$ cat config.mk
export PLATFORM = sky130hd
export DESIGN_NAME = apb_register_bank_flat
export DESIGN_NICKNAME = d
export VERILOG_FILES = /design/src/rtl/apb_register_bank_if.sv /design/src/rtl/apb_register_bank.sv /design/src/flat_wrapper.sv
export SDC_FILE = /design/constraint.sdc
export NUM_CORES = 1
export LEC_CHECK = 0
export ABC_AREA = 1
export CORE_MARGIN = 1
export CORE_UTILIZATION = 54
export DETAILED_ROUTE_END_ITERATION = 16
export PLACE_DENSITY = 0.81
export SLEW_MARGIN = 20
export SYNTH_ARGS = -nofsm -noshare
export SYNTH_HDL_FRONTEND = slang
export SYNTH_HIERARCHICAL = 1
export SYNTH_SLANG_ARGS = --single-unit
$ cat constraint.sdc
create_clock -name clk -period 2.41 [get_ports clk]
set_clock_uncertainty 0.2 [all_clocks]
set_input_delay 0.241 -clock clk [delete_from_list [all_inputs] [get_ports clk]]
set_output_delay 0.241 -clock clk [all_outputs]
set_load 0.05 [all_outputs]
$ cat src/rtl/apb_register_bank_if.sv
// apb_register_bank_if: bus bundle for apb_register_bank.
//   APB side  : apb_wen/apb_addr/apb_wdata/apb_wstrb write; apb_raddr -> apb_rdata read
//   yjq side  : yjq_wen/yjq_addr/yjq_wdata request, yjq_ready accept
//   master    : drives requests, observes apb_rdata and yjq_ready
//   slave     : the register bank
`ifndef APB_DATA_WIDTH
`define APB_DATA_WIDTH 32
`endif

interface apb_register_bank_if #(
  parameter int REG_NUM    = 8,
  parameter int DATA_WIDTH = `APB_DATA_WIDTH,
  parameter int ADDR_WIDTH = $clog2(REG_NUM)
);
  logic                    apb_wen;
  logic [ADDR_WIDTH-1:0]   apb_addr;
  logic [DATA_WIDTH-1:0]   apb_wdata;
  logic [DATA_WIDTH/8-1:0] apb_wstrb;
  logic [ADDR_WIDTH-1:0]   apb_raddr;
  logic [DATA_WIDTH-1:0]   apb_rdata;
  logic                    yjq_wen;
  logic [ADDR_WIDTH-1:0]   yjq_addr;
  logic [DATA_WIDTH-1:0]   yjq_wdata;
  logic                    yjq_ready;

  modport master (
    output apb_wen, apb_addr, apb_wdata, apb_wstrb, apb_raddr,
    output yjq_wen, yjq_addr, yjq_wdata,
    input  apb_rdata, yjq_ready
  );

  modport slave (
    input  apb_wen, apb_addr, apb_wdata, apb_wstrb, apb_raddr,
    input  yjq_wen, yjq_addr, yjq_wdata,
    output apb_rdata, yjq_ready
  );
endinterface

$ cat src/rtl/apb_register_bank.sv
// apb_register_bank: configuration register bank with an APB write port
// (byte strobes, priority) and an accelerator (yjq) full-word write port.
// A yjq write that collides with an APB write is parked in a one-entry
// deferral buffer and commits in the first cycle without an APB write.
// Ports:
//   clk, resetn   clock, synchronous active-low reset
//   bus           apb_register_bank_if.slave (APB + yjq signals)
//   lock_mask     per-register yjq write lock (only with APB_REG_LOCK_EN)
//   regs_flat     all registers, register i at [i*DATA_WIDTH +: DATA_WIDTH]
//   reg_update    one-cycle pulse per register written at the previous edge
// Optional feature macro: APB_REG_LOCK_EN
`ifndef APB_DATA_WIDTH
`define APB_DATA_WIDTH 32
`endif

// One register: APB strobed write wins over the yjq full-word write.
module apb_register_bank_cell #(
  parameter int DATA_WIDTH = 32
) (
  input  logic                    clk,
  input  logic                    resetn,
  input  logic                    apb_sel,
  input  logic [DATA_WIDTH/8-1:0] apb_wstrb,
  input  logic [DATA_WIDTH-1:0]   apb_wdata,
  input  logic                    yjq_sel,
  input  logic [DATA_WIDTH-1:0]   yjq_wdata,
  output logic [DATA_WIDTH-1:0]   q,
  output logic                    upd
);
  logic [DATA_WIDTH-1:0] d;
  logic                  wr;

  always_comb begin
    d  = q;
    wr = 1'b0;
    if (apb_sel) begin
      for (int b = 0; b < DATA_WIDTH/8; b++)
        if (apb_wstrb[b]) d[b*8 +: 8] = apb_wdata[b*8 +: 8];
      wr = |apb_wstrb;  // an all-zero strobe is no write at all
    end else if (yjq_sel) begin
      d  = yjq_wdata;
      wr = 1'b1;
    end
  end

  always_ff @(posedge clk) begin
    if (!resetn) begin
      q   <= '0;
      upd <= 1'b0;
    end else begin
      q   <= d;
      upd <= wr;
    end
  end
endmodule

module apb_register_bank #(
  parameter int REG_NUM    = 8,
  parameter int DATA_WIDTH = `APB_DATA_WIDTH,
  parameter int ADDR_WIDTH = $clog2(REG_NUM)
) (
  input  logic                          clk,
  input  logic                          resetn,
  apb_register_bank_if.slave            bus,
`ifdef APB_REG_LOCK_EN
  input  logic [REG_NUM-1:0]            lock_mask,
`endif
  output logic [REG_NUM*DATA_WIDTH-1:0] regs_flat,
  output logic [REG_NUM-1:0]            reg_update
);
  logic [REG_NUM-1:0][DATA_WIDTH-1:0] regs;
  logic [REG_NUM-1:0]                 apb_sel, yjq_sel;

  logic                  pend_valid;
  logic [ADDR_WIDTH-1:0] pend_addr;
  logic [DATA_WIDTH-1:0] pend_data;

  logic                  yjq_acc, drain, y_vld;
  logic [ADDR_WIDTH-1:0] y_addr;
  logic [DATA_WIDTH-1:0] y_data;
  logic [DATA_WIDTH-1:0] rd_nxt, rdata_q;

  // Ready depends on state only, so no input-to-ready path exists.
  assign bus.yjq_ready = ~pend_valid;
  assign yjq_acc       = bus.yjq_wen & ~pend_valid;
  assign drain         = ~bus.apb_wen & pend_valid;
  // drain and a fresh accept are exclusive: accept needs pend_valid = 0
  assign y_vld         = drain | (~bus.apb_wen & yjq_acc);
  assign y_addr        = drain ? pend_addr : bus.yjq_addr;
  assign y_data        = drain ? pend_data : bus.yjq_wdata;

  // Out-of-range indices never match any register, so those writes vanish.
  for (genvar i = 0; i < REG_NUM; i++) begin : g_reg
    assign apb_sel[i] = bus.apb_wen && (bus.apb_addr == ADDR_WIDTH'(i));
`ifdef APB_REG_LOCK_EN
    assign yjq_sel[i] = y_vld && (y_addr == ADDR_WIDTH'(i)) && !lock_mask[i];
`else
    assign yjq_sel[i] = y_vld && (y_addr == ADDR_WIDTH'(i));
`endif
    apb_register_bank_cell #(.DATA_WIDTH(DATA_WIDTH)) u_cell (
      .clk       (clk),
      .resetn    (resetn),
      .apb_sel   (apb_sel[i]),
      .apb_wstrb (bus.apb_wstrb),
      .apb_wdata (bus.apb_wdata),
      .yjq_sel   (yjq_sel[i]),
      .yjq_wdata (y_data),
      .q         (regs[i]),
      .upd       (reg_update[i])
    );
  end

  assign regs_flat = regs;

  // Reads see the pre-edge register contents; out-of-range reads give 0.
  always_comb begin
    rd_nxt = '0;
    for (int i = 0; i < REG_NUM; i++)
      if (bus.apb_raddr == ADDR_WIDTH'(i)) rd_nxt = regs[i];
  end

  always_ff @(posedge clk) begin
    if (!resetn) begin
      rdata_q    <= '0;
      pend_valid <= 1'b0;
      pend_addr  <= '0;
      pend_data  <= '0;
    end else begin
      rdata_q <= rd_nxt;
      if (bus.apb_wen && yjq_acc) begin
        pend_valid <= 1'b1;
        pend_addr  <= bus.yjq_addr;
        pend_data  <= bus.yjq_wdata;
      end else if (drain) begin
        pend_valid <= 1'b0;
      end
    end
  end

  assign bus.apb_rdata = rdata_q;
endmodule

$ cat src/flat_wrapper.sv
// flat-port wrapper written by rule: the top's interface ports become plain ports
module apb_register_bank_flat 
#(
  parameter int REG_NUM    = 8,
  parameter int DATA_WIDTH = `APB_DATA_WIDTH,
  parameter int ADDR_WIDTH = $clog2(REG_NUM)
)
  (clk, resetn, regs_flat, reg_update, bus_apb_wen, bus_apb_addr, bus_apb_wdata, bus_apb_wstrb, bus_apb_raddr, bus_yjq_wen, bus_yjq_addr, bus_yjq_wdata, bus_apb_rdata, bus_yjq_ready);
  apb_register_bank_if #(.REG_NUM(REG_NUM), .DATA_WIDTH(DATA_WIDTH), .ADDR_WIDTH(ADDR_WIDTH)) bus_i ();
  input  logic clk;
  input  logic resetn;
  output logic [REG_NUM*DATA_WIDTH-1:0] regs_flat;
  output logic [REG_NUM-1:0] reg_update;
  input wire logic [$bits(bus_i.apb_wen)-1:0] bus_apb_wen;
  input wire logic [$bits(bus_i.apb_addr)-1:0] bus_apb_addr;
  input wire logic [$bits(bus_i.apb_wdata)-1:0] bus_apb_wdata;
  input wire logic [$bits(bus_i.apb_wstrb)-1:0] bus_apb_wstrb;
  input wire logic [$bits(bus_i.apb_raddr)-1:0] bus_apb_raddr;
  input wire logic [$bits(bus_i.yjq_wen)-1:0] bus_yjq_wen;
  input wire logic [$bits(bus_i.yjq_addr)-1:0] bus_yjq_addr;
  input wire logic [$bits(bus_i.yjq_wdata)-1:0] bus_yjq_wdata;
  output wire logic [$bits(bus_i.apb_rdata)-1:0] bus_apb_rdata;
  output wire logic [$bits(bus_i.yjq_ready)-1:0] bus_yjq_ready;
  assign bus_i.apb_wen = bus_apb_wen;
  assign bus_i.apb_addr = bus_apb_addr;
  assign bus_i.apb_wdata = bus_apb_wdata;
  assign bus_i.apb_wstrb = bus_apb_wstrb;
  assign bus_i.apb_raddr = bus_apb_raddr;
  assign bus_i.yjq_wen = bus_yjq_wen;
  assign bus_i.yjq_addr = bus_yjq_addr;
  assign bus_i.yjq_wdata = bus_yjq_wdata;
  assign bus_apb_rdata = bus_i.apb_rdata;
  assign bus_yjq_ready = bus_i.yjq_ready;
  apb_register_bank #(.REG_NUM(REG_NUM), .DATA_WIDTH(DATA_WIDTH), .ADDR_WIDTH(ADDR_WIDTH)) u_core (.clk(clk), .resetn(resetn), .bus(bus_i), .regs_flat(regs_flat), .reg_update(reg_update));
endmodule
==> impl_metrics.env <==
export IMPL_fmax_mhz=425.1
export IMPL_hp_class="input port to register"
export IMPL_rsz0062_at_grt="no"
export IMPL_min_from="bus_yjq_wdata[4]"
export IMPL_avgSynthCellArea_um2=5.903
export IMPL_clk_path_buf_depth=3
export IMPL_nets=3938
export IMPL_fp_dieArea_um2=38430
export IMPL_wl_per_cell_um=19.11
export IMPL_synth_area_um2=20330
export IMPL_crit_buf_inv=1
export IMPL_crit_chain="clkdlybuf4s50_1"
export IMPL_cp_required_ns=1.97
export IMPL_rows=70
export IMPL_hold_viol=0
export IMPL_power_w=0.01566
export IMPL_finalMaxSlewViolations=0
export IMPL_synth_fp_nets=3525
export IMPL_drtIter0Drc=3336
export IMPL_setup_tns_ns=0
export IMPL_rrSetupSlack_ns=0.15
export IMPL_synth_cell_type_count=24
export IMPL_power_density_nw_per_um2=584.7
export IMPL_portBuffers=377
export IMPL_fillers=3161
export IMPL_wirelength_um=83150
export IMPL_maxCapViolations=0
export IMPL_synth_adder_area_share_pct=0
export IMPL_synth_compound_area_share_pct=4.185
export IMPL_num_vias=23870
export IMPL_synth_top_family_by_area="simple AND/OR/NAND/NOR gates"
export IMPL_netlist_instances=3444
export IMPL_ys_top_cells_by_count="nand2_1, nor2_1, inv_1, dfxtp_1, nand3_1"
export IMPL_final_antenna_net_count=0
export IMPL_cts_clk_slew_worst_paths_ns=0.06
export IMPL_drive_above_1_share_pct=11.82
export IMPL_synth_most_common_cell="nand2_1"
export IMPL_period_needed_ns=2.353
export IMPL_whs_ns=0.1632
export IMPL_cp_slowest_cell="clkdlybuf4s50_1"
export IMPL_setup_worst_path_end_class="output port"
export IMPL_r2r_start="u_core/pend_valid$_SDFFE_PN0P_"
export IMPL_finalCritPeriodShare_pct=97.62
export IMPL_setup_viol=0
export IMPL_clk_latency_ns=0.54
export IMPL_ir_drop_uv=435.5
export IMPL_synth_edf_count=0
export IMPL_relSlewSlack_pct=54.21
export IMPL_groute_usage_overall_pct=42.50
export IMPL_async_flop_share_pct=0
export IMPL_start_util_pct=55.27
export IMPL_grt_pass1_vias=21700
export IMPL_worst_path_max_fanout=3
export IMPL_routed_via_density=5.486
export IMPL_netlist_area_leader_share_pct=32.69
export IMPL_regToRegEndpoint="u_core/g_reg[4].u_cell/q[24]$_SDFFE_PN0P_"
export IMPL_synth_main_ff_cell="dfxtp_1"
export IMPL_cts_tree="built"
export IMPL_antenna_found_initial=3
export IMPL_yosys_area_share_xor_xnor_pct=0
export IMPL_area_growth_pct=31.73
export IMPL_placed_cells_incl_taps=4284
export IMPL_power_leakage_nw=13.25
export IMPL_postCtsSetupRepairBufs=0
export IMPL_die_y_um=196.0
export IMPL_cts_num_sinks=332
export IMPL_ys_warnings_count=6
export IMPL_cp_start_kind="register"
export IMPL_ys_seq_area_share_pct=32.69
export IMPL_clk_root_buffer_cell="clkbuf_16"
export IMPL_worstHoldEndpoint="u_core/pend_data[4]$_SDFFE_PN0P_"
export IMPL_max_stage_delay_ns=0.87
export IMPL_die_x_um=196.0
export IMPL_synth_top_cell_by_area="dfxtp_1"
export IMPL_grt_ovfl_total=0
export IMPL_dp_hpwl_um=61600
export IMPL_drtPass1Iterations=6
export IMPL_gp_congestion=0.9873
export IMPL_synth_mux_area_share_pct=0
export IMPL_tightest_slew_ns=0.6847
export IMPL_ys_top_cells_by_area="dfxtp_1, nand2_1, nor2_1"
export IMPL_status="completed"
export IMPL_synth_seq_cells=332
export IMPL_crit_family="buffers and inverters"
export IMPL_cts_buffers=38
export IMPL_num_antenna_cells=0
export IMPL_worstHoldPathCells=3
export IMPL_synthSimpleGateAreaFrac_pct=50.39
export IMPL_crit_type="register to output port"
export IMPL_final_cells=4351
export IMPL_crit_arrival_ns=1.91
export IMPL_drc=0
export IMPL_grt_pass1_wl_um=124500
export IMPL_r2r_cells=10
export IMPL_cp_startpoint="u_core/g_reg[1].u_cell/q[6]$_SDFFE_PN0P_"
export IMPL_core_area_um2=36790
export IMPL_grt_start_max_net_pins=88
export IMPL_cts_max_level=2
export IMPL_io_pins=378
export IMPL_final_util_pct=72.81
cell usage in the layout (no fill, tap or decap), drive strengths merged:
cell	instances
dlygate4sd3	1
a21oi	100
dlymetal6s2s	1
nor3	7
nand4	46
or2	1
bufinv	3
nand2	1319
dfxtp	332
o21ai	70
clkbuf	60
nor2	665
nand3	291
inv	453
clkdlybuf4s50	375
buf	155
clkinv	4
repair_timing:
item	4_1_cts	5_1_grt
hold buffers	1	0
endpoints found under the hold margin	36	0
resized for setup	0	1
endpoints found under the setup margin	0	1
metrics by stage:
stage	instance area, µm²	setup WS, ns
2_1_floorplan	20330	0.5749
4_1_cts	26780	0.06701
5_1_grt	26780	0.03772
6_report	26780	0.05741
3_3_place_gp	25490	-0.2576
3_5_place_dp	25510	-0.1852
per-layer routing:
layer / up-vias / routed length [µm] / GRT usage (%)
met3: 429 / 10260 / 8.338
li1: 11220 / - / -
met1: 10540 / 29500 / 51.65
met5: - / 31 / 0
met4: 4 / 7306 / 33.88
met2: 1683 / 36060 / 65.78
final cells by class:
| type | count | area [µm²] | share of cell area (%) |
|---|---|---|---|
| clock buffer | 59 | 1154 | 4.307 |
| multi-input combinational | 2499 | 11170 | 41.71 |
| tap | 468 | 585.6 | 2.186 |
| sequential | 332 | 6646 | 24.82 |
| timing repair buffer | 533 | 5411 | 20.21 |
| inverter | 453 | 1705 | 6.368 |
| clock inverter | 7 | 110.1 | 0.4111 |
worst min-delay path: stages:
cell and delay [ns]:
clkdlybuf4s50_1 0.41, o21ai_0 0.16, a21oi_1 0.04
registers in the layout, indices dropped and copies added (netlist names):
name / flops
u_core/g.u_cell/q: 256
u_core/bus.apb_rdata: 32
u_core/pend_data: 32
u_core/g.u_cell/upd: 8
u_core/pend_addr: 3
u_core/pend_valid: 1
cell families (layout without fill, tap and decap cells):
kind of cell,Yosys count,in the layout
simple gates,2329,2329
flops,332,332
buf+inv,613,1052
compound gates,170,170
report_power, final:
part           switching (W)  internal, W
sequential          0.000264      0.00577
combinational        0.00245      0.00119
clock                0.00238      0.00360
total                0.00510       0.0106
worst max-delay path by stage:
stage                                                          end  slack, ns  cells past startpoint
after floorplan           u_core/g_reg[0].u_cell/q[0]$_SDFFE_PN0P_       0.57                      8
final                                                regs_flat[38]       0.06                      1
after CTS                                             regs_flat[1]       0.07                      1
after global placement         u_core/bus.apb_rdata[15]$_SDFF_PN0_      -0.26                     10
after global routing                                 regs_flat[38]       0.04                      1
after detailed placement  u_core/g_reg[4].u_cell/q[4]$_SDFFE_PN0P_      -0.19                     12
Power figures use the tool's default switching activity.
